$ cat src/rtl/mult_rr_arbiter.sv
`default_nettype none
// ============================================================================
// Module   : mult_rr_arbiter
// Brief    : Round-robin arbiter sharing one combinational WxW multiplier
//            among NREQ requesters, with a single id-tagged response channel.
// Revision : 1.0 - initial release
// ============================================================================
module mult_rr_arbiter #(
    parameter int NREQ = 4,
    parameter int W    = 8,
    parameter int IDW  = 2
) (
    input  logic                clk,
    input  logic                rst_n,
    input  logic [NREQ-1:0]     req_valid,
    input  logic [NREQ*W-1:0]   req_a,
    input  logic [NREQ*W-1:0]   req_b,
    output logic [NREQ-1:0]     req_ready,
    output logic [W-1:0]        mul_a,
    output logic [W-1:0]        mul_b,
    input  logic [2*W-1:0]      mul_c,
    output logic                rsp_valid,
    output logic [IDW-1:0]      rsp_id,
    output logic [2*W-1:0]      rsp_c,
    input  logic                rsp_ready
);

    localparam logic [1:0] S_IDLE = 2'd0;
    localparam logic [1:0] S_CALC = 2'd1;
    localparam logic [1:0] S_RESP = 2'd2;

    logic [1:0]     r_state;
    logic [1:0]     w_state_nxt;
    logic [IDW-1:0] r_ptr;
    logic [IDW-1:0] w_gidx;
    logic [IDW-1:0] w_ptr_nxt;
    logic           w_any;

    // Scan from the highest offset down so the nearest valid index at or
    // after the pointer is the last one written and therefore wins.
    always_comb begin
        w_any  = 1'b0;
        w_gidx = '0;
        for (int k = NREQ - 1; k >= 0; k--) begin
            if (req_valid[(int'(r_ptr) + k) % NREQ]) begin
                w_any  = 1'b1;
                w_gidx = IDW'((int'(r_ptr) + k) % NREQ);
            end
        end
    end

    assign w_ptr_nxt = IDW'((int'(w_gidx) + 1) % NREQ);

    always_comb begin
        w_state_nxt = r_state;
        req_ready   = '0;
        case (r_state)
            S_IDLE: begin
                if (w_any) begin
                    req_ready   = NREQ'(1) << w_gidx;
                    w_state_nxt = S_CALC;
                end
            end
            S_CALC: w_state_nxt = S_RESP;
            S_RESP: begin
                if (rsp_ready) begin
                    w_state_nxt = S_IDLE;
                end
            end
            default: w_state_nxt = S_IDLE;
        endcase
    end

    always_ff @(posedge clk) begin
        if (!rst_n) begin
            r_state   <= S_IDLE;
            r_ptr     <= '0;
            mul_a     <= '0;
            mul_b     <= '0;
            rsp_valid <= 1'b0;
            rsp_id    <= '0;
            rsp_c     <= '0;
        end else begin
            r_state <= w_state_nxt;
            case (r_state)
                S_IDLE: begin
                    if (w_any) begin
                        mul_a  <= req_a[int'(w_gidx) * W +: W];
                        mul_b  <= req_b[int'(w_gidx) * W +: W];
                        rsp_id <= w_gidx;
                        r_ptr  <= w_ptr_nxt;
                    end
                end
                S_CALC: begin
                    rsp_c     <= mul_c;
                    rsp_valid <= 1'b1;
                end
                S_RESP: begin
                    if (rsp_ready) begin
                        rsp_valid <= 1'b0;
                    end
                end
                default: rsp_valid <= 1'b0;
            endcase
        end
    end

endmodule
`default_nettype wire

$ cat config.mk
export PLATFORM = sky130hd
export DESIGN_NAME = mult_rr_arbiter
export DESIGN_NICKNAME = d
export VERILOG_FILES = /design/src/rtl/mult_rr_arbiter.sv
export SDC_FILE = /design/constraint.sdc
export NUM_CORES = 1
export LEC_CHECK = 0
export CAP_MARGIN = 20
export CORE_AREA = 10 10 90 92
export DETAILED_ROUTE_END_ITERATION = 7
export DIE_AREA = 0 0 100 102
export DONT_BUFFER_PORTS = 1
export SYNTH_ARGS = -nofsm -noshare
export SYNTH_HDL_FRONTEND = slang
export SYNTH_SLANG_ARGS = --single-unit
$ cat constraint.sdc
create_clock -name clk -period 2.6 [get_ports clk]
set_clock_uncertainty 0.2 [all_clocks]
set_input_delay 0.52 -clock clk [delete_from_list [all_inputs] [get_ports clk]]
set_output_delay 0.52 -clock clk [all_outputs]
set_load 0.02 [all_outputs]
# Yosys cells after proc, flatten, opt, wreduce, memory -nomap -nowiden
# Cells that the tools add are included.
[classes]
bitwise_logic = 4
order_cmp = 4
addsub = 4
n_shift = 3
reduce_logical = 7
eq_ne = 4
muxes = 26
[ops]
columns = ["operator", "n"]
rows = [
  ["variable part select 32 x 6 -> 8 bit", 2],
  ["less-than comparator 3 x 4 -> 1 bit, second input constant", 3],
  ["two-way mux 1 bit", 12],
  ["two-way mux 2 bit", 6],
  ["binary-select mux 1 bit (select 2 bit)", 4],
  ["two-way mux 4 bit", 2],
  ["case mux 2 bit (3 select lines)", 1],
  ["AND reduction 2 bit", 3],
  ["OR reduction 2 bit", 3],
  ["adder 2 x 1 -> 2 bit, second input constant", 2],
  ["adder 2 bit, second input constant", 2],
  ["inequality test 2 bit, second input constant", 2],
  ["left shift 1 x 2 -> 4 bit, first input constant", 1],
  ["AND 1 bit, first input constant", 3],
  ["less-than comparator 2 x 3 -> 1 bit, second input constant", 1],
  ["case mux 1 bit (3 select lines)", 1],
  ["equality test 2 x 1 -> 1 bit, second input constant", 1],
  ["equality test 2 bit, second input constant", 1],
  ["logical NOT 2 bit", 1],
  ["NOT 1 bit", 1],
]
[totals]
input_bits = 87
regBits = 39
output_inout_bits = 39
wordCells = 59

# Longest topological paths before layout
[depth]
word_depth = 13
mapped_depth = 7
depth_no_buf = 5

# Worst setup path before layout
# OpenSTA, ideal clock, no wires.
[synth_timing]
kind = "input port to output port"
start = "input req_valid[2]"
end = "output req_ready[0]"
cell_stages = 4
n_path_buf = 1
arrival_ns = 1.524
path_slack_ns = 0.356
required_ns = 1.880
cell_sequence = "nor4_1 nor3_2 clkbuf_1 nor3b_1"
[synth_via]
elab_chain_cells = 10
word_cells_on_any_way = 22
cone_classes = "shift (1); mux (21)"
[synth_lines]
columns = ["element", "line", "text"]
rows = [
  ["start, declared", "15", "input logic [NREQ-1:0] req_valid,"],
  ["binary-select mux 1 bit (select 2 bit)", "45", "if (req_valid[(int'(r_ptr) + k) % NREQ]) begin"],
  ["two-way mux 1 bit (implied by the code) (2 in a row)", "45", ""],
  ["two-way mux 2 bit (4 in a row)", "45", ""],
  ["left shift 1 x 2 -> 4 bit", "60", "req_ready = NREQ'(1) << w_gidx;"],
  ["two-way mux 4 bit *", "59", "if (w_any) begin"],
  ["two-way mux 4 bit *", "57", "case (r_state)"],
  ["end, declared", "18", "output logic [NREQ-1:0] req_ready,"],
]
# Mark *: on every way between the ends. The rest lies on a longest branch, timed or not. The select of a mux whose other input is x is not followed.

# Worst setup path in the final report
[layout_timing]
start = "register r_ptr[1]"
end = "output req_ready[0]"
[layout_via]
elab_chain_cells = 11
word_cells_on_any_way = 25
cone_classes = "add/sub (3); shift (1); mux (21)"
[layout_lines]
columns = ["element", "line", "text"]
rows = [
  ["start, declared", "34", "logic [IDW-1:0] r_ptr;"],
  ["start signal, assigned", "91", "r_ptr <= w_ptr_nxt;"],
  ["adder 2 bit", "45, 47", ""],
  ["binary-select mux 1 bit (select 2 bit)", "45", ""],
  ["two-way mux 1 bit (implied by the code) (2 in a row)", "45", ""],
  ["two-way mux 2 bit (4 in a row)", "45", ""],
  ["left shift 1 x 2 -> 4 bit", "60", ""],
  ["two-way mux 4 bit *", "59", ""],
  ["two-way mux 4 bit *", "57", ""],
]
# Marks and branches as above.

==> flow_summary.toml <==
[placed_design]
portBuffers = 0
gp_congestion = 0.7712
dpl.hpwl_microns = 4402
dp_slack_ns = 0.2132
dp_cells = 273

[logic_synthesis]
synth_area_sq_um = 1966
synth_cells = 205
synth_area_leaders = "dfxtp_1, mux2i_1, nand2_1"
ys_types = 30
seq_area_frac_synth_pct = 39.72
yosysMostFrequentCell = "nand2_1"
synth_nets = 292
yosys_warnings = 0
yosysTopAreaCell = "dfxtp_1"
synth_edf_count = 0
ys_seq_elements = 39
post-synth-top-area-fraction_pct = 39.72
synth_area_per_cell_sq_um = 9.588
ys.flop_type = "dfxtp_1"
synthTopCellsByCount = "nand2_1, dfxtp_1, mux2i_1"
synthArstFlopShare_pct = 0

[grt]
antenna_found_initial = 0
grt_overflow = 0
track_usage_pct = 9.742
grt_max_degree = 33
grt_pass1_wl_microns = 8190
grt_pass1_vias = 1520

[run]
max_cap_viol_count = 0

[sta]
worstMarginPinSlew_ns = 0.6001
fmax_mhz = 406.7
slew_viol_final = 0
fin_crit_sh_pct = 94.57
setup_viol_count_final = 0
slew_headroom_pct = 59.99
fin_setup_tns_ns = 0
rsz0062_at_grt = "false"
finalHoldViolCount = 0
fin_crit_ns = 2.459
setup_ws_ns = 0.1412

[detailed_routing]
antenna_left = 0
firstDrtPassIters = 4
via_count = 1449
drt_iter0_markers = 47
wire_per_inst_microns = 19.40
vias_per_cell = 5.084
drc = 0
totalWireLength_microns = 5529

[critical_path]
required_ns = 1.88
crit_path_start_kind = "flip-flop"
cp-end-kind = "output port"
path_max_fanout = 7
crit_type = "flip-flop to output port"
crit_arrival_ns = 1.74
crit_path_top_delay_cell = "dfxtp_1"
cpMostUsedCell = "buf_4"
path_cells = "nand2_1, a21oi_1, nor3_4, buf_4, nor3b_1, buf_4"
critPathMaxStageDelay_ns = 0.47

[clock_tree]
h-tree-depth = 2
clock_latency_ns = 0.28
post_cts_resized = 0
cts.sinks = 39
cts-buffers-inserted = 5
clockBufferDepth = 2
cts_tree = "done"
root_buffer = "clkbuf_8"
path_clk_slew_ns = 0.08

[floorplan]
initial_core_util_pct = 31.31
die_w_microns = 100
rows = 29
io_pins = 126
fp.dieH_microns = 102
dieArea_sq_um = 10200
core_sq_um = 6277

[cells_and_area]
drive_gt1_share_pct = 15.87
nNetsFinal = 294
fin_util_pct = 34.78
area_growth_pct = 11.08
final_cells = 285
antenna_cells = 0

[power_and_ir_drop]
p_leak_nw = 0.8151
ir_worst_vdd_mv = 0.3386
finalPower_w = 0.001763
power_per_cell_area_nw_per_um2 = 807.6

[min_path]
hold_path_class = "input pin to flip-flop"

[run_status]
status = "finished, final reports clean"
[critical path: cells and delay by family (launching register included)]
family,cells,cell delay (ns)
compound gates,1,0.26
flops,1,0.47
buf+inv,2,0.33
simple gates,3,0.39
[cells by family after synthesis]
family	share of synthesized area, %
xor gates and xnor gates	0.4457
buffers and inverters	5.728
DFF	39.72
muxes	17.31
and+or+nand+nor	16.42
AOI/OAI and AO/OA	20.37
[metal layers]
metal	vias to the layer above	part of all wire, %	wire length [microns]	global-route usage, %
li1	732	-	-	-
met1	658	37	2054	9.976
met2	51	54	2980	17.42
met3	8	7.2	398	3.711
met4	0	1.8	97	4.239
met5	-	0	0	0
[final timing paths]
check / startpoint / to / slack, ns / depth (start not counted)
setup / recovery: r_ptr[1] / req_ready[0] / 0.14 / 6
hold / removal: mul_c[14] / rsp_c[14] / 0.17 / 2
hold reg to reg: r_ptr[0] / r_ptr[0] / 0.36 / 2
setup reg to reg: r_ptr[1] / mul_a[6] / 0.56 / 7
[layout make-up]
| class | instances | area, sq um |
|---|---|---|
| Multi-Input combinational cell | 149 | 1090 |
| Inverter | 1 | 3.754 |
| Fill cell | 668 | 4094 |
| Sequential cell | 39 | 780.7 |
| Clock buffer | 6 | 82.58 |
| Clock inverter | 2 | 35.03 |
| Timing Repair Buffer | 11 | 95.09 |
| Tap cell | 77 | 96.34 |
[flip-flops by register name (all words and copies together) (netlist names)]
| signal | flops |
|---|---|
| r_state | 2 |
| r_ptr | 2 |
| mul_b | 8 |
| rsp_valid | 1 |
| rsp_id | 2 |
| mul_a | 8 |
| rsp_c | 16 |
[timing repair]
action                     4_1_cts  5_1_grt
hold buffers                     0        0
buffers inserted                 0        3
setup endpoints to repair        0        2
[where the power goes]
part	switching [W]	internal (W)
Combinational	0.000210	0.000195
Clock	0.000213	0.000311
Sequential	0.000156	0.000679
Total	0.000579	0.00118
[cells in the final DEF, fill, tap and decap left out, drive strengths merged]
| cell type | synthesis | layout |
|---|---|---|
| a21boi | 17 | 17 |
| a21oi | 6 | 6 |
| a2bb2oi | 1 | 1 |
| and2 | 1 | 1 |
| and3 | 1 | 1 |
| and3b | 1 | 1 |
| buf | 8 | 11 |
| bufinv | 0 | 1 |
| clkbuf | 8 | 6 |
| clkinv | 0 | 1 |
| dfxtp | 39 | 39 |
| inv | 1 | 1 |
| mux2i | 34 | 34 |
| nand2 | 51 | 51 |
| nand2b | 3 | 3 |
| nand3b | 1 | 1 |
| nor2 | 3 | 3 |
| nor2b | 4 | 4 |
| nor3 | 2 | 2 |
| nor3b | 2 | 2 |
| nor4 | 1 | 1 |
| o211a | 1 | 1 |
| o21ai | 3 | 3 |
| o221ai | 16 | 16 |
| xnor2 | 1 | 1 |
[through the flow]
step                      instance area [sq um]  hold WS, ns
final                                      2183       0.1660
after global routing                       2183       0.1464
after CTS                                  2153       0.1486
after detailed placement                   2036       0.3473
after global placement                     2036       0.3408
after floorplan                            1966       0.3275
Power figures use the tool's default switching activity.
